### src/rtl/seg7_scan_driver.sv
// Multiplexed common-anode 7-segment driver: hex or decimal (double-dabble)
// display, scanned one digit per slot with 16-level PWM brightness.
module seg7_scan_driver #(
    parameter int unsigned DIGITS         = 4,
    parameter int unsigned PRESCALE_LOG2  = 10,
    parameter bit          DIG_ACTIVE_LOW = 1'b1
) (
    input  logic                  CLK,
    input  logic                  RST,
    input  logic [4*DIGITS-1:0]   value,
    input  logic [DIGITS-1:0]     dots,
    input  logic                  dec_mode,
    input  logic                  blank_lz,
    input  logic                  load,
    input  logic [3:0]            brightness,
    output logic                  busy,
    output logic [7:0]            seg,
    output logic [DIGITS-1:0]     dig
);

    localparam int unsigned VW    = 4 * DIGITS;
    localparam int unsigned IDX_W = $clog2(DIGITS);
    localparam int unsigned CNT_W = $clog2(VW);
    localparam int unsigned PW    = PRESCALE_LOG2;

    typedef enum logic [1:0] {
        S_IDLE,
        S_CONV,
        S_COMMIT
    } state_t;

    state_t             state, state_next;
    logic               capture, step, commit;

    logic [VW-1:0]      sh_bin;
    logic [DIGITS-1:0]  sh_dots;
    logic               sh_blank;
    logic [VW-1:0]      bcd;
    logic               ovf;
    logic [CNT_W-1:0]   cnt;

    logic [VW-1:0]      disp_val;
    logic [DIGITS-1:0]  disp_dots;
    logic               disp_ovf;
    logic               disp_blank;

    logic [PW-1:0]      psc;
    logic [IDX_W-1:0]   idx;

    logic [VW-1:0]      adj;
    logic [VW-1:0]      dabble_shift;
    logic               dabble_carry;

    logic [3:0]         cur_nib;
    logic               cur_dot;
    logic               cur_blank;
    logic               run_zero;
    logic [DIGITS-1:0]  onehot;
    logic [7:0]         seg_c;
    logic [DIGITS-1:0]  dig_c;

    function automatic logic [6:0] glyph(input logic [3:0] n);
        case (n)
            4'h0: glyph = 7'b1000000;
            4'h1: glyph = 7'b1111001;
            4'h2: glyph = 7'b0100100;
            4'h3: glyph = 7'b0110000;
            4'h4: glyph = 7'b0011001;
            4'h5: glyph = 7'b0010010;
            4'h6: glyph = 7'b0000010;
            4'h7: glyph = 7'b1111000;
            4'h8: glyph = 7'b0000000;
            4'h9: glyph = 7'b0010000;
            4'hA: glyph = 7'b0001000;
            4'hB: glyph = 7'b0000011;
            4'hC: glyph = 7'b1000110;
            4'hD: glyph = 7'b0100001;
            4'hE: glyph = 7'b0000110;
            default: glyph = 7'b0001110;
        endcase
    endfunction

    // State register; busy mirrors "not idle" of the next state
    always_ff @(posedge CLK) begin
        if (RST) begin
            state <= S_IDLE;
            busy  <= 1'b0;
        end else begin
            state <= state_next;
            busy  <= (state_next != S_IDLE);
        end
    end

    // Next-state and control strobes
    always_comb begin
        state_next = state;
        capture    = 1'b0;
        step       = 1'b0;
        commit     = 1'b0;
        case (state)
            S_IDLE: begin
                if (load) begin
                    capture    = 1'b1;
                    state_next = dec_mode ? S_CONV : S_COMMIT;
                end
            end
            S_CONV: begin
                step = 1'b1;
                if (cnt == CNT_W'(VW - 1)) begin
                    state_next = S_COMMIT;
                end
            end
            S_COMMIT: begin
                commit     = 1'b1;
                state_next = S_IDLE;
            end
            default: state_next = S_IDLE;
        endcase
    end

    // One double-dabble iteration: add-3 on digits >= 5, then shift in next bit
    always_comb begin
        adj = '0;
        for (int i = 0; i < int'(DIGITS); i++) begin
            if (bcd[4*i +: 4] >= 4'd5) begin
                adj[4*i +: 4] = bcd[4*i +: 4] + 4'd3;
            end else begin
                adj[4*i +: 4] = bcd[4*i +: 4];
            end
        end
        dabble_carry = adj[VW-1];
        dabble_shift = {adj[VW-2:0], sh_bin[VW-1]};
    end

    // Capture, conversion and atomic commit into the display register
    always_ff @(posedge CLK) begin
        if (RST) begin
            sh_bin     <= '0;
            sh_dots    <= '0;
            sh_blank   <= 1'b0;
            bcd        <= '0;
            ovf        <= 1'b0;
            cnt        <= '0;
            disp_val   <= '0;
            disp_dots  <= '0;
            disp_ovf   <= 1'b0;
            disp_blank <= 1'b0;
        end else begin
            if (capture) begin
                sh_dots  <= dots;
                sh_blank <= blank_lz;
                cnt      <= '0;
                ovf      <= 1'b0;
                if (dec_mode) begin
                    sh_bin <= value;
                    bcd    <= '0;
                end else begin
                    bcd    <= value;
                end
            end
            if (step) begin
                bcd    <= dabble_shift;
                sh_bin <= {sh_bin[VW-2:0], 1'b0};
                ovf    <= ovf | dabble_carry;
                cnt    <= cnt + CNT_W'(1);
            end
            if (commit) begin
                disp_val   <= bcd;
                disp_dots  <= sh_dots;
                disp_ovf   <= ovf;
                disp_blank <= sh_blank;
            end
        end
    end

    // Slot prescaler and digit index
    always_ff @(posedge CLK) begin
        if (RST) begin
            psc <= '0;
            idx <= '0;
        end else begin
            psc <= psc + PW'(1);
            if (&psc) begin
                idx <= (idx == IDX_W'(DIGITS - 1)) ? '0 : idx + IDX_W'(1);
            end
        end
    end

    // Pattern and enable for the digit currently being scanned
    always_comb begin
        cur_nib   = '0;
        cur_dot   = 1'b0;
        cur_blank = 1'b0;
        run_zero  = 1'b1;
        for (int i = 0; i < int'(DIGITS); i++) begin
            run_zero = run_zero & (disp_val[VW-4-4*i +: 4] == 4'd0);
            if (idx == IDX_W'(i)) begin
                cur_nib   = disp_val[VW-4-4*i +: 4];
                cur_dot   = disp_dots[int'(DIGITS)-1-i];
                cur_blank = run_zero && (i < int'(DIGITS) - 1);
            end
        end
        seg_c[7]   = ~cur_dot;
        seg_c[6:0] = disp_ovf                  ? 7'b0111111 :
                     (disp_blank && cur_blank) ? 7'h7F      : glyph(cur_nib);
        onehot     = (psc[PW-1 -: 4] < brightness) ? (DIGITS'(1) << idx) : '0;
        dig_c      = DIG_ACTIVE_LOW ? ~onehot : onehot;
    end

    // Registered pins: segment and digit enables change together
    always_ff @(posedge CLK) begin
        if (RST) begin
            seg <= 8'hFF;
            dig <= {DIGITS{DIG_ACTIVE_LOW}};
        end else begin
            seg <= seg_c;
            dig <= dig_c;
        end
    end

endmodule

### config.mk
export PLATFORM = sky130hd
export DESIGN_NAME = seg7_scan_driver
export DESIGN_NICKNAME = d
export VERILOG_FILES = /design/src/rtl/seg7_scan_driver.sv
export SDC_FILE = /design/constraint.sdc
export NUM_CORES = 1
export LEC_CHECK = 0
export BUFFER_PORTS_ARGS = -buffer_cell sky130_fd_sc_hd__buf_2
export CAP_MARGIN = 20
export CORE_MARGIN = 2
export CORE_UTILIZATION = 53
export DETAILED_ROUTE_END_ITERATION = 10
export HOLD_SLACK_MARGIN = 0.1
export PLACE_DENSITY = 0.81
export SKIP_CTS_REPAIR_TIMING = 1
export SYNTH_ARGS = -nofsm -noshare
export SYNTH_HDL_FRONTEND = slang
export SYNTH_SLANG_ARGS = --single-unit
### constraint.sdc
create_clock -name CLK -period 2.45 [get_ports CLK]
set_clock_uncertainty 0.15 [all_clocks]
set_input_delay 0.3675 -clock CLK [delete_from_list [all_inputs] [get_ports CLK]]
set_output_delay 0.3675 -clock CLK [all_outputs]
set_load 0.01 [all_outputs]
Word level (Yosys, flattened, before mapping):

Memory sizes are Yosys's and may differ from the RTL's.
Index checks and enable logic that the tools add are counted.

* $add $sub $neg: 7
* equality and inequality tests: 6
* shift-type cells: 1
* $lt $le $gt $ge: 5
* muxes and demuxes: 38
* reduce and logical (&&, ||, !) cells: 14
* bitwise operators: 5

Operators with widths (count)
* 16-bit two-way mux: 6
* 4-bit two-way mux: 11
* 4-bit by 2-bit adder with 4-bit output, second input constant: 4
* 4-bit by 3-bit greater-or-equal comparator with 1-bit output, second input constant: 4
* 1-bit two-way mux: 14
* 7-bit two-way mux: 2
* 4-bit zero test: 3
* 10-bit by 1-bit adder with 10-bit output, second input constant: 1
* 10-bit AND reduction: 1
* 2-bit two-way mux: 4
* 2-bit equality test, second input constant: 3
* 2-bit nonzero test: 3
* 4-bit by 1-bit adder with 4-bit output, second input constant: 1
* 2-bit by 1-bit equality test with 1-bit output, second input constant: 2
* 4-bit equality test, second input constant: 1
* 2-bit zero test: 2
* 4-bit < comparator: 1
* 4-bit inverter: 1
* 2-bit one-hot mux with 2 select lines: 1
* 2-bit AND reduction: 2
* 1-bit by 2-bit << shifter with 4-bit output, first input constant: 1
* 3-bit OR reduction: 1
* 2-bit by 1-bit adder with 2-bit output, second input constant: 1
* 1-bit bitwise AND: 2
* 4 further kinds: 4

* input port bits: 29
* bits in registers: 91
* word-level logic and storage cells: 95
* ROM bits: 112
* memories kept: 1
* output and inout bits: 13

Memories
* (no name shown): depth 16, bits a word 7, read ports 1, clocked after memory_dff 0, wr ports 0, line 63 `case (n)`

Longest topological paths before layout:

* depth after elaboration: 8
* gate-level depth with buffers: 11
* gate-level depth less buffers: 10

Worst setup path before layout:

No wires, ideal clock.

* path kind: register to register
* from: reg idx[1]
* to: reg seg[3]
* period minus slack after synthesis: 2609 ps
* stages on the path, launching flop included: 11
* arrival: 2312 ps
* required time: 2153 ps
* path slack: -159 ps
* setup time: 147 ps
* cell sequence: dfxtp_1 > inv_1 > ha_1 > buf_4 > nand3b_1 > a221oi_1 > inv_1 > ha_1 > or2_2 > a21oi_1 > o21ai_0

* cells in the longest elaborated chain, start to end: 7
* elaborated cells between the ends (all ways): 15

RTL lines
* start: declaration: line 48 `logic [IDX_W-1:0] idx;`
* start signal: assignment: line 184 `idx <= (idx == IDX_W'(DIGITS - 1)) ? '0 : idx + IDX_W'(1);`
* parallel branches: the longest is 7 deep, another holds memory 16 x 7 bit
* end signal: assignment: line 216 `seg <= seg_c;`
* end: declaration: line 17 `output logic [7:0] seg,`

Several ways; the timed one is not identified.
A chain may end at the register's enable or synchronous reset.

Worst setup path after layout:

* from: reg idx[0]
* to: reg seg[3]

The elaborated chain is that of the path after synthesis.

==> summary.txt <==
Power and ir drop
  • VDD IR max: about 0.39 mV
  • Switching pwr: 0.000774 W
  • Sequential Power Share: between 50% and 60%
  • Lkg Pwr: around 1.9 nW
  • Power per cell area: just under 600 nW/um^2
  • Combinational power share: 14.3%
  • Clk network pwr share: 29.7%
  • Switching Share: 26.7%
  • Int Power: 0.00212 W

STA
  • RSZ-0062 raised after global routing: false
  • Final Hold Vio Count: 0
  • Rel. slew slack: just under 50%
  • Fmax: 443 MHz
  • Period utilisation layout: between 90% and 100%
  • Final Max Slew Viols: 0
  • Finish-stage setup viols: 0
  • Worst slew pin tran: approximately 0.76 ns
  • Setup TNS: 0 ns
  • Final hold slack: around 0.1 ns
  • Final min period: ~2.3 ns

Clock network
  • Worst skew pair latency: roughly 0.35 ns
  • Reg clk slew, reported paths: approximately 0.08 ns
  • TritonCTS Buffers: 9
  • Root Driver: clkbuf_8
  • CTS tree: done
  • Clock sink total: between 90 and 100
  • H-Tree Level Count: 3
  • Clock buffer depth: 2

Drt
  • Met3 WL: 393 microns
  • Wirelength per Cell: around 13 microns
  • DR vias/cell: about 5.5
  • DRT Pass-1 Iters: 5
  • # DRC: 0
  • Total Routed Length: 8850 microns
  • DRT antenna net count: 0
  • 1st-iter DRT viols: between 200 and 250
  • WL met1: 4000 microns
  • Routed via count: between 3k and 4k
  • Met2 routed WL: about 4300 microns
  • Top layer in use: met4

GRT
  • Gr ovfl total: 0
  • Initial antenna violation count: 0
  • Number of global-route vias before repair: roughly 3.3k
  • GRT Total Usage: roughly 20%
  • First-pass GRT wire length: roughly 15000 microns
  • Largest net degree at the start of global routing: 79

Setup path
  • Crit path capture type: flip-flop
  • Critical Path RT: between 2 and 3 ns
  • Worst Path Arrival: around 2.3 ns
  • Worst-path cell chain: inv_1 > ha_1 > nand3b_1 > a221oi_2 > inv_1 > ha_1 > or2_2 > a21oi_1 > o21ai_0
  • Crit path buf inv count: 2
  • Crit-path slowest cell: dfxtp_2
  • Critical Setup Path Class: reg2reg
  • Crit start category: flip-flop
  • CP Max Fanout: 6
  • Slowest stage delay, CP: 0.35 ns
  • Crit-path leading delay family: adder cells

Yosys
  • Post-Syn Nets: between 500 and 600
  • Yosys top cell by area: dfxtp_1
  • Async SR Flop Fraction: 0%
  • Number of synthesized register bits: 91
  • List of most frequent post-synthesis cells: dfxtp_1, nand2_1, nor2_1, a21oi_1, a211oi_1
  • Mean post-synth cell area: 8.56 sq um
  • Mapped Cells: ~520
  • Synth top area cells: dfxtp_1, ha_1, nand2_1
  • Synth cell types: 47
  • Count leader, synth: dfxtp_1
  • EDFF count, synth: 0
  • Sequential area share after synthesis: between 40% and 50%
  • Top_reg_cell synth: dfxtp_1
  • Syn. warnings: 0
  • Post-synth top area share: between 40% and 50%
  • Syn Std Cell Area: roughly 4400 sq um

Final layout
  • Seq. cell area: ~1800 sq um
  • Antenna diodes: 0
  • # fillers: 727
  • Fraction of layout cells with a size suffix above 1: 14.4%
  • Area occupied by multi-input gates: 2410 sq um
  • Finished Core Util: around 60%
  • Total Nets Final: between 600 and 700
  • P&R area growth vs syn: 11.2%

Placement
  • Port Buffers: 41
  • Final Wtd Congestion: about 0.87
  • DP Wirelength: ~6400 microns

Floorplanning
  • Initial Utilization: a little over half
  • IO Count: 42
  • DIE AREA: 9130 sq um
  • Core Box Area: 8180 sq um
  • Die width: about 96 microns
  • Die Ht: between 90 and 100 microns
  • Rows: 33

Worst hold path
  • Worst hold-check path type: in2reg

Run status
  • Status: completed

Job
  • Max Cap Violations: 0
[power groups by stage]
stage	Clock [W]	Combinational, W	Sequential, W
floorplan	0	0.000308	0.00164
global placement	0	0.000394	0.00165
detailed placement	0	0.000407	0.00165
CTS	0.000890	0.000412	0.00162
global route	0.000931	0.000466	0.00163
finish	0.000861	0.000414	0.00162
[final timing paths]
| kind | slack, ns | cells after the start | start | to |
|---|---|---|---|---|
| setup reg to reg | 0.19 | 9 | idx[0]$_SDFFE_PP0P_ | seg[3]$_SDFF_PP1_ |
| hold reg to reg | 0.29 | 1 | psc[0]$_SDFF_PP0_ | psc[0]$_SDFF_PP0_ |
| hold / removal | 0.10 | 3 | blank_lz | sh_blank$_SDFFE_PP0P_ |
| setup / recovery | 0.19 | 9 | idx[0]$_SDFFE_PP0P_ | seg[3]$_SDFF_PP1_ |
[kinds of logic (layout without fill, tap and decap cells)]
logic type,Yosys count,count (layout),synth area share (%)
flops,91,91,41.0
simple gates,194,194,20.6
mux,24,24,5.41
fa+ha+maj,24,24,6.76
compound gates,119,119,18.0
buf+inv,51,89,5.04
xor+xnor,16,16,3.15
[sequential cells by signal, indices dropped and copies added, names as in the netlist]
| signal | cells |
|---|---|
| sh_dots | 4 |
| psc | 10 |
| disp_val | 16 |
| sh_bin | 16 |
| bcd | 16 |
| dig | 4 |
| sh_blank | 1 |
| disp_dots | 4 |
| cnt | 4 |
| state | 2 |
| idx | 2 |
| seg | 8 |
| busy | 1 |
| disp_ovf | 1 |
| disp_blank | 1 |
| ovf | 1 |
[per-stage QoR]
step | area (sq um) | setup slack, ns | total power (W) | std cells
CTS | 4910 | 0.0515 | 0.00292 | 660
global placement | 4750 | 0.124 | 0.00204 | 647
floorplan | 4450 | 0.00475 | 0.00195 | 519
global route | 4940 | 0.0175 | 0.00303 | 662
detailed placement | 4750 | 0.0722 | 0.00206 | 647
finish | 4940 | 0.192 | 0.00290 | 662
[routing by layer]
layer / vias up / track usage [%]
met5: - / 0
li1: 1874 / -
met1: 1698 / 25.5
met2: 84 / 34.7
met3: 16 / 4.98
met4: 0 / 6.43
[layout make-up]
| cell class | count | share of cell area (%) |
|---|---|---|
| Inverter | 18 | 1.37 |
| Clock inverter | 2 | 0.304 |
| Sequential cell | 91 | 36.9 |
| Tap cell | 105 | 2.66 |
| Clock buffer | 11 | 2.86 |
| Timing Repair Buffer | 58 | 7.09 |
| Multi-Input combinational cell | 377 | 48.8 |
[tightest hold or removal path: stages]
cell     delay (ns)
buf_2          0.09
nand2_1        0.04
a21oi_1        0.05
[placed cells by master, fill, tap and decap left out, types with 2 or more instances in the layout]
cell type / Yosys / final
clkinvlp_4: 0 / 2
ha_1: 24 / 21
dlygate4sd3_1: 0 / 2
or2_2: 2 / 2
dfxtp_2: 0 / 2
dfxtp_1: 91 / 89
nor2_1: 55 / 55
o21ai_0: 14 / 14
nor3b_1: 9 / 9
nand3b_1: 6 / 6
and3_1: 5 / 5
a21o_1: 5 / 5
a32oi_1: 3 / 3
clkbuf_8: 0 / 10
buf_2: 8 / 41
nor4_1: 2 / 2
xor2_1: 6 / 6
o211ai_1: 6 / 6
a21oi_1: 44 / 44
nor3_1: 9 / 9
nand2b_1: 9 / 9
nand2_1: 73 / 73
nor2b_1: 8 / 8
inv_1: 18 / 18
buf_4: 2 / 14
a221oi_1: 9 / 8
xnor2_1: 10 / 10
a211oi_1: 26 / 26
and2_1: 2 / 2
nand3_1: 8 / 8
mux2i_1: 24 / 24
ha_2: 0 / 3
Power figures use the tool's default switching activity.
